==> config.mk <==
export PLATFORM = sky130hd
export DESIGN_NAME = palindrome_gen
export DESIGN_NICKNAME = d
export VERILOG_FILES = /design/src/rtl/palindrome_gen.sv
export SDC_FILE = /design/constraint.sdc
export NUM_CORES = 1
export LEC_CHECK = 0
export BUFFER_PORTS_ARGS = -buffer_cell sky130_fd_sc_hd__buf_4
export CAP_MARGIN = 20
export CORE_MARGIN = 1
export CORE_UTILIZATION = 51
export DETAILED_ROUTE_END_ITERATION = 8
export PLACE_DENSITY = 0.76
export RECOVER_POWER = 25
export SLEW_MARGIN = 10
export SYNTH_ARGS = -nofsm -noshare
export SYNTH_HDL_FRONTEND = slang
export SYNTH_SLANG_ARGS = --single-unit
==> constraint.sdc <==
create_clock -name clk -period 1.4 [get_ports clk]
set_clock_uncertainty 0.05 [all_clocks]
set_input_delay 0.14 -clock clk [delete_from_list [all_inputs] [get_ports clk]]
set_output_delay 0.14 -clock clk [all_outputs]
set_load 0.01 [all_outputs]
==> src/rtl/palindrome_gen.sv <==
// -----------------------------------------------------------------------------
// palindrome_gen
//   Transmit-side palindrome builder. Accepts a half-width seed over a
//   valid/ready handshake, forms the Data_width-bit palindrome
//   {bitrev(seed), seed}, presents it once in parallel (word_valid pulse), then
//   serialises it MSB-first over a valid/ready/last bit stream.
//
// Parameters
//   Data_width  palindrome word width (even, >= 2); seed width is Data_width/2
//
// Ports
//   clk         in   rising-edge clock
//   rst_n       in   asynchronous active-low reset
//   seed_valid  in   seed_data valid
//   seed_ready  out  block can accept a seed (high in IDLE)
//   seed_data   in   half-word seed
//   word_valid  out  one-cycle pulse: word_data holds a new palindrome
//   word_data   out  registered palindrome word, held until next seed accept
//   ser_valid   out  ser_data valid (never drops mid-word)
//   ser_ready   in   downstream accepts current bit
//   ser_data    out  serial bit, MSB first
//   ser_last    out  high with the final bit (word bit 0)
//   word_count  out  words fully sent, wraps at 16 bits
//                    (present only when PAL_GEN_CNT_EN is defined)
//
// Configuration
//   PAL_GEN_CNT_EN  defined: adds the word_count port and its counter.
// -----------------------------------------------------------------------------
module palindrome_gen #(
  parameter int Data_width = 8
) (
  input  logic                    clk,
  input  logic                    rst_n,
  input  logic                    seed_valid,
  output logic                    seed_ready,
  input  logic [Data_width/2-1:0] seed_data,
  output logic                    word_valid,
  output logic [Data_width-1:0]   word_data,
  output logic                    ser_valid,
  input  logic                    ser_ready,
  output logic                    ser_data,
  output logic                    ser_last
`ifdef PAL_GEN_CNT_EN
  ,
  output logic [15:0]             word_count
`endif
);

  localparam int Half   = Data_width / 2;
  localparam int Cnt_w  = $clog2(Data_width);

  typedef enum logic {
    IDLE,
    SHIFT
  } state_t;

  state_t                state_q, state_d;
  logic [Data_width-1:0] word_data_q, word_data_d;
  logic [Data_width-1:0] shift_q, shift_d;
  logic [Cnt_w-1:0]      bit_cnt_q, bit_cnt_d;
  logic                  word_valid_q, word_valid_d;
  logic [Data_width-1:0] built_word;
  logic                  seed_accept;
  logic                  bit_xfer;
  logic                  last_xfer;

  // Lower half is the seed itself, upper half its bit-reverse, so
  // word[i] == word[Data_width-1-i] for every i.
  always_comb begin
    built_word = '0;
    for (int i = 0; i < Half; i++) begin
      built_word[i]                = seed_data[i];
      built_word[Data_width-1-i]   = seed_data[i];
    end
  end

  assign seed_accept = (state_q == IDLE) && seed_valid;
  assign bit_xfer    = (state_q == SHIFT) && ser_ready;
  assign last_xfer   = bit_xfer && (bit_cnt_q == '0);

  // NOTE: every signal written here gets a default first; a path that leaves
  // one unassigned would infer a latch.
  always_comb begin
    state_d      = state_q;
    word_data_d  = word_data_q;
    shift_d      = shift_q;
    bit_cnt_d    = bit_cnt_q;
    word_valid_d = 1'b0;

    case (state_q)
      IDLE: begin
        if (seed_accept) begin
          word_data_d  = built_word;
          shift_d      = built_word;
          bit_cnt_d    = Cnt_w'(Data_width - 1);
          word_valid_d = 1'b1;
          state_d      = SHIFT;
        end
      end
      SHIFT: begin
        // Backpressure (ser_ready low) leaves shift register and counter as-is,
        // which keeps ser_data and ser_last stable.
        if (bit_xfer) begin
          shift_d = shift_q << 1;
          if (bit_cnt_q == '0) begin
            state_d   = IDLE;
            bit_cnt_d = '0;
          end else begin
            bit_cnt_d = bit_cnt_q - 1'b1;
          end
        end
      end
      default: state_d = IDLE;
    endcase
  end

  // NOTE: sequential state uses non-blocking assignments so every flop samples
  // the pre-edge value of its peers, independent of statement order.
  always_ff @(posedge clk or negedge rst_n) begin
    if (!rst_n) begin
      state_q      <= IDLE;
      word_data_q  <= '0;
      shift_q      <= '0;
      bit_cnt_q    <= '0;
      word_valid_q <= 1'b0;
    end else begin
      state_q      <= state_d;
      word_data_q  <= word_data_d;
      shift_q      <= shift_d;
      bit_cnt_q    <= bit_cnt_d;
      word_valid_q <= word_valid_d;
    end
  end

  assign seed_ready = (state_q == IDLE);
  assign ser_valid  = (state_q == SHIFT);
  // Gated by state so the line idles low between words.
  assign ser_data   = (state_q == SHIFT) && shift_q[Data_width-1];
  assign ser_last   = (state_q == SHIFT) && (bit_cnt_q == '0);
  assign word_valid = word_valid_q;
  assign word_data  = word_data_q;

`ifdef PAL_GEN_CNT_EN
  logic [15:0] word_count_q, word_count_d;

  always_comb begin
    word_count_d = word_count_q;
    if (last_xfer) begin
      word_count_d = word_count_q + 16'd1;
    end
  end

  always_ff @(posedge clk or negedge rst_n) begin
    if (!rst_n) begin
      word_count_q <= '0;
    end else begin
      word_count_q <= word_count_d;
    end
  end

  assign word_count = word_count_q;
`else
  // last_xfer only feeds the optional word counter.
  logic unused_last_xfer;
  assign unused_last_xfer = last_xfer;
`endif

endmodule
-- After elaboration in Yosys (flattened, before gate mapping)
Index checks and enable logic that the tools add are counted.
- add/sub/neg operators: 1
- eq/ne operators: 2
- muxes and demuxes: 12
- bitwise logic cells: 1
- reduce and logical (&&, ||, !) cells: 7
- operator list (cell ; number):
    two-way mux 8 bit ; 2
    case mux 8 bit (2 select lines) ; 1
    two-way mux 3 bit ; 3
    case mux 3 bit (2 select lines) ; 1
    logical AND 1 bit ; 4
    two-way mux 1 bit ; 4
    != test 2 x 1 -> 1 bit (second input constant) ; 2
    AND reduction 2 bit ; 2
    zero test 3 bit ; 1
    subtractor 3 x 1 -> 3 bit (second input constant) ; 1
    case mux 1 bit (2 select lines) ; 1
    inverter 1 bit ; 1
- register bits: 21
- input port bits: 8
- output and inout port bits: 13
- word-level logic and storage cells: 28

-- Logic depth before layout (Yosys ltp)
Gate-level depths: netlist (run 1).
- depth after elaboration: 4
- mapped depth: 4

-- Worst setup path before layout (run 1)
No wires, ideal clock.
- path type: flip-flop to output port
- start: register state_q, in the netlist ser_valid
- end: output ser_data
- arrival: 0.961 ns
- required time: 1.210 ns
- path slack: 0.249 ns
- cell stages (with the launch flop): 4
- buffers on the path: 2
- cells stage by stage: dfrtp_1 > buf_4 > buf_2 > and2_1
- longest elaborated chain between the ends: 1
- RTL lines (element ; RTL line ; source):
    start: declaration ; 57 ; state_t state_q, state_d;
    start signal: assignment ; 127 ; state_q <= state_d;
    logical AND 1 bit ; 138 ; assign ser_data = (state_q == SHIFT) && shift_q[Data_width-1];
    end: declaration ; 41 ; output logic ser_data,
Every way passes these cells.

-- Final worst setup path (run 1)
- start: register bit_cnt_q[1]
- end: output ser_last
- longest elaborated chain between the ends: 2
- RTL lines (element ; RTL line ; source):
    start: declaration ; 60 ; logic [Cnt_w-1:0] bit_cnt_q, bit_cnt_d;
    start signal: assignment ; 130 ; bit_cnt_q <= bit_cnt_d;
    zero test 3 bit ; 139 ; assign ser_last = (state_q == SHIFT) && (bit_cnt_q == '0);
    logical AND 1 bit ; 139 ;
    end: declaration ; 42 ; output logic ser_last
Every way passes these cells.

==> impl_metrics.tcl, run 1 <==
set metrics [dict create \
    fin_tns_setup_ns -0.0246 \
    post-route-period-util 1.02 \
    pin_count 21 \
    portBuffers 20 \
    synth_top_area_cell "dfrtp_1" \
    cp.arrival_ns 1.23 \
    synth_compound_area_frac 0.0627 \
    synth-simple-area-share 0.0640 \
    dr.pass1.iters 4 \
    max_cap_viol_count 0 \
    synth_seq_area_share 0.463 \
    synth_top_family_by_area "multiplexers" \
    cts_buffers 3 \
    status "finished, violations left" \
    max_freq_mhz 702 \
    die_w_um 44.4 \
    clockBufferDepth 2 \
    wl_per_cell_um 13.1 \
    layout.cells.non_filler 123 \
    syn_area_per_cell_um2 12.2 \
    worst-path-buf-inv 1 \
    grt_pass1_wl_um 2760 \
    syn_area_um2 918 \
    syn_inst 75 \
    critical-path-top-delay-family "flip-flops" \
    gp_congestion 0.717 \
    dp_cells 113 \
    relSlewSlack 0.394 \
    n_antenna_cell 0 \
    start_util 0.576 \
    clk_pin_slew_ns 0.10 \
    synth.top_cell.area_share 0.463 \
    routed_wl_um 1610 \
    dr.first_iter.drc_count 9 \
    ys_ff_latch 17 \
    setup_violations 1 \
    htreeDepth 1 \
    cts_sinks 17 \
    viasPerCell 5.16 \
    rsz0062_at_grt "true" \
    synth.distinct_cells 21 \
    core_area_um2 1590 \
    drv_slew 0 \
    routed-via-count 635 \
    period_needed_ns 1.42 \
    peakVddDrop_mv 1.14 \
    hpwl_um 1170 \
    hold_violations 0 \
    rows 14 \
    synth_warnings 0 \
    drive_above_1_share 0.384 \
    cp_max_fo 2 \
    worst_pin_slew_ns 0.909 \
    die_h_um 44.4 \
    grt_remaining_overflow 0 \
    powerDensity_nw_per_um2 1990 \
    cts-root-buf "clkbuf_4" \
    slowest_delay_ns 0.41 \
    drc 0 \
    failed_checks "negative setup slack" \
    synth-xor-area-share 0 \
    cp_cell_sequence "nor2_2 > ha_2 > and2_4 > buf_6" \
    grt_antenna_before_repair 0 \
    total_power_mw 2.26 \
    grt_pass1_vias 611 \
    worstSetupStartpointType "flip-flop" \
    cellLeakagePower_nw 0.622 \
    synth_area_leaders "dfrtp_1 46%, mux2i_1 25%, buf_4 4.9%, mux2_2 4.9%, ha_1 2.7%" \
    final_area_um2 1130 \
    syn-num-nets 85 \
    cts_tree "yes" \
    postPlaceCellArea_um2 1050 \
    clk_latency_ns 0.29 \
    synthMuxAreaShare 0.300 \
    grt_max_degree 18 \
    drt.antenna.violating_nets 0 \
    grt_usage 0.198 \
    worst_ep_required_time_ns 1.21 \
    final.setup.worst_slack_ns -0.0246 \
    end_kind "primary output" \
    dieArea_um2 1970 \
    cpMaxStageDelayCell "dfrtp_1" \
    synth_fa_ha_area_frac 0.0272 \
    syn_to_final_growth_pct 23.4 \
    crit_type "flip-flop to primary output" \
    layout.nets 110 \
    hold_path.class "primary input to flip-flop" \
]
[layer usage]
metal	GRT usage	share of wire
met1	0.257	0.44
met2	0.321	0.51
met3	0.0735	0.050
met4	0.0364	0
met5	0	0
[worst paths after layout]
check | start | end | slack [ns] | cells past startpoint
min | seed_data[1] | word_data[6]$_DFFE_PN0P_ | 0.05 | 2
min in group asynchronous | rst_n | shift_q[6]$_DFFE_PN0P_ | 0.44 | 2
max in group asynchronous | rst_n | bit_cnt_q[0]$_DFFE_PN0P_ | 0.30 | 2
min reg2reg | word_data[6]$_DFFE_PN0P_ | word_data[6]$_DFFE_PN0P_ | 0.49 | 1
max | bit_cnt_q[1]$_DFFE_PN0P_ | ser_last | -0.02 | 4
max reg2reg | bit_cnt_q[2]$_DFFE_PN0P_ | bit_cnt_q[0]$_DFFE_PN0P_ | 0.10 | 5
[stage by stage]
step | setup WS (ns) | utilization | hold slack, ns
6_report | -0.0246 | 0.711 | 0.0496
5_1_grt | -0.0951 | 0.711 | 0.0359
4_1_cts | -0.0384 | 0.700 | 0.0395
3_5_place_dp | 0.184 | 0.660 | -0.0343
3_3_place_gp | 0.229 | 0.660 | -0.0315
2_1_floorplan | 0.249 | - | -0.206
[layout by cell type, fill, tap and decap left out, drive strengths merged]
cell	count
dlygate4sd3	1
ha	2
nand2b	3
nand2	2
o311ai	1
a221o	1
and2	2
dfrtp	17
o21ba	1
nor2	2
inv	4
buf	26
o22ai	1
a2bb2oi	1
o21bai	1
nor4bb	1
mux2i	23
mux2	4
a31oi	1
clkbuf	5
[worst reg2reg max path, stage by stage, from the launching register on]
cell	delay, ns
dfrtp_1	0.39
inv_1	0.08
ha_2	0.19
buf_4	0.12
buf_4	0.13
o311ai_1	0.24
[Yosys cell counts]
library cell and instances:
mux2_2 4, a2bb2oi_1 1, o22ai_1 1, mux2i_1 23, ha_1 2, inv_1 4
o21bai_1 1, nand2b_2 1, a31oi_1 1, a221o_1 1, nand2b_1 2, nor2_1 2
buf_2 1, o311ai_1 1, o21ba_2 1, nand2_1 2, and2_1 2, buf_6 1
buf_4 6, nor4bb_1 1, dfrtp_1 17
[registers in the layout, indices dropped and copies added, names as in the netlist]
signal and count:
word_valid 1, bit_cnt_q 3, ser_valid 1, word_data 4, shift_q 8
[cell type report]
class	instances	area, um2
sequential	17	425
fill	126	460
inverter	4	15.0
tap	24	30.0
timing repair buffer	28	213
clock buffer	4	26.3
multi-input combinational	46	424
[power by group]
part,total (mW),switching (mW),internal [mW]
registers,0.859,0.156,0.704
logic,1.14,0.474,0.663
clock network,0.259,0.149,0.111
[cells by family after synthesis]
kind of cell / Yosys count
compound gates: 7
fa+ha+maj: 2
flops: 17
mux: 27
simple gates: 10
buf+inv: 12
[what timing repair did]
action / in CTS / in global routing
pin swaps: 1 / 2
hold endpoints to repair: 17 / 0
setup endpoints to repair: 1 / 1
hold buffers: 1 / 0
gates resized for setup: 2 / 2
setup buffers: 3 / 2
Power figures use the tool's default switching activity.
==> inputs of run 2 (changes only) <==
--- a/config.mk
+++ b/config.mk
@@ -7,10 +7,13 @@
 export LEC_CHECK = 0
 export BUFFER_PORTS_ARGS = -buffer_cell sky130_fd_sc_hd__buf_4
 export CAP_MARGIN = 20
+export CELL_PAD_IN_SITES_DETAIL_PLACEMENT = 1
+export CELL_PAD_IN_SITES_GLOBAL_PLACEMENT = 1
+export CORE_ASPECT_RATIO = 1.5
 export CORE_MARGIN = 1
-export CORE_UTILIZATION = 51
+export CORE_UTILIZATION = 41
 export DETAILED_ROUTE_END_ITERATION = 8
-export PLACE_DENSITY = 0.76
+export PLACE_DENSITY_LB_ADDON = 0.1
 export RECOVER_POWER = 25
 export SLEW_MARGIN = 10
 export SYNTH_ARGS = -nofsm -noshare
==> run 2 against run 1 <==
Effect of this change:
- clock-buffer cell count unchanged
- clock power increased by 3%
- largest cell class unchanged
- flip-flop and latch count did not move
- die area is 23% higher
- critical endpoint unchanged
- the run still ends with negative setup slack left
==> impl_metrics.tcl, run 2 (synthesis gave the netlist of run 1 again) <==
set metrics [dict create \
    status "finished, violations left" \
    failed_checks "negative setup slack" \
    crit_type "flip-flop to primary output" \
    p_int_mw 1.55 \
    final_cell_mix "28 x buf_4, 23 x mux2i_1, 17 x dfrtp_1, 4 x inv_1, 4 x mux2_2" \
    cellLeakagePower_nw 0.642 \
    routed-via-count 672 \
    post-route-period-util 1.04 \
    worst_pin_slew_ns 0.933 \
    swShare 0.350 \
    worst_ep_required_time_ns 1.21 \
    die_w_um 40.6 \
    seq_power_share 0.369 \
    period_needed_ns 1.46 \
    powerDensity_nw_per_um2 2050 \
    clockBufferDepth 2 \
    gp_congestion 0.630 \
    wl_per_cell_um 16.6 \
    dp_cells 111 \
    combPwrFrac 0.520 \
    cp.arrival_ns 1.27 \
    hold_violations 0 \
    portBuffers 20 \
    drv_slew 0 \
    p_clk_frac 0.111 \
    cts-root-buf "clkbuf_4" \
    peakVddDrop_mv 0.813 \
    largest_reg_flops 8 \
    rsz0062_at_grt "true" \
    grt_remaining_overflow 0 \
    cts_tree "yes" \
    dr.pass1.iters 3 \
    grt_max_degree 18 \
    cts_sinks 17 \
    setup_violations 1 \
    pin_count 21 \
    grt_pass1_vias 686 \
    dieArea_um2 2440 \
    max_cap_viol_count 0 \
    grt_antenna_before_repair 0 \
    total_power_mw 2.38 \
    routed_wl_um 2080 \
    grt_usage 0.197 \
    die_h_um 60.0 \
    clk_pin_slew_ns 0.10 \
    drc 0 \
    cp_max_fo 2 \
    worstReg2RegStart "bit_cnt_q[0]$_DFFE_PN0P_" \
    startpoint "bit_cnt_q[0]$_DFFE_PN0P_" \
    hold_path.class "primary input to flip-flop" \
    top_register "shift_q" \
    core_area_um2 2080 \
    layout.cells.non_filler 125 \
    syn_to_final_growth_pct 26.8 \
    whs_ns 0.0525 \
    grt_pass1_wl_um 3110 \
    clk_latency_ns 0.29 \
    dr.first_iter.drc_count 4 \
    cts_buffers 3 \
    hpwl_um 1420 \
    viasPerCell 5.38 \
    final_common_cell "buf_4" \
    final_core_util 0.561 \
    relSlewSlack 0.378 \
    end_kind "primary output" \
    n_antenna_cell 0 \
    drt.antenna.violating_nets 0 \
    start_util 0.442 \
    rows 20 \
    final.setup.worst_slack_ns -0.0597 \
    worstSetupStartpointType "flip-flop" \
    worstHoldStart "seed_data[3]" \
    max_freq_mhz 685 \
    htreeDepth 1 \
    drive_above_1_share 0.408 \
    switchingPower_mw 0.835 \
    layout.nets 114 \
]
==> run 2: cell types whose count changed in the layout (fill, tap and decap cells not counted), sizes merged <==
cell and delta:
buf +4
==> run 2: critical path: stages, from the launching register on <==
cell and delay [ns]:
dfrtp_1 0.42, nor2_2 0.14, ha_2 0.19, and2_4 0.13, buf_6 0.09
==> run 2: path summary, 6_finish.rpt <==
path                                             to  slack [ns]  depth (start not counted)
max                                        ser_last       -0.06                          4
min                        word_data[4]$_DFFE_PN0P_        0.05                          2
max reg2reg                bit_cnt_q[1]$_DFFE_PN0P_        0.05                          4
min reg2reg                word_data[5]$_DFFE_PN0P_        0.50                          1
max in group asynchronous  word_data[6]$_DFFE_PN0P_        0.29                          2
min in group asynchronous    shift_q[7]$_DFFE_PN0P_        0.44                          2
==> run 2: timing repair <==
item	4_1_cts	5_1_grt
setup buffers	3	6
hold endpoints to repair	17	0
pin swaps	3	2
setup endpoints to repair	1	2
hold buffers	1	0
gates resized for setup	4	1
==> run 2: per-stage QoR <==
stage	setup WS (ns)	cell area, um2	setup TNS, ns
after floorplan	0.249	918	0
after global placement	0.214	1050	0
after detailed placement	0.186	1050	0
after CTS	-0.0627	1120	-0.0627
after global routing	-0.101	1160	-0.101
final	-0.0597	1160	-0.0597
==> run 2: final cells by class <==
type                    count  area [um2]
inverters                   4        15.0
multi-input cells          46         424
repair buffers             32         246
well taps                  22        27.5
flip-flops and latches     17         425
fillers                   229         912
clock buffers               4        26.3
==> run 2: per-layer routing <==
metal	part of all wire	up-vias	track usage
met3	0.026	4	0.0483
met1	0.37	337	0.202
met4	0.016	0	0.0952
met5	0	-	0
li1	-	315	-
met2	0.59	16	0.347
==> run 2: power by group through the flow <==
stage | logic, mW | registers [mW] | clock network (mW)
2_1_floorplan | 0.664 | 0.880 | 0
3_3_place_gp | 0.985 | 0.873 | 0
3_5_place_dp | 1.01 | 0.895 | 0
4_1_cts | 1.12 | 0.879 | 0.278
5_1_grt | 1.36 | 0.906 | 0.290
6_report | 1.24 | 0.879 | 0.266
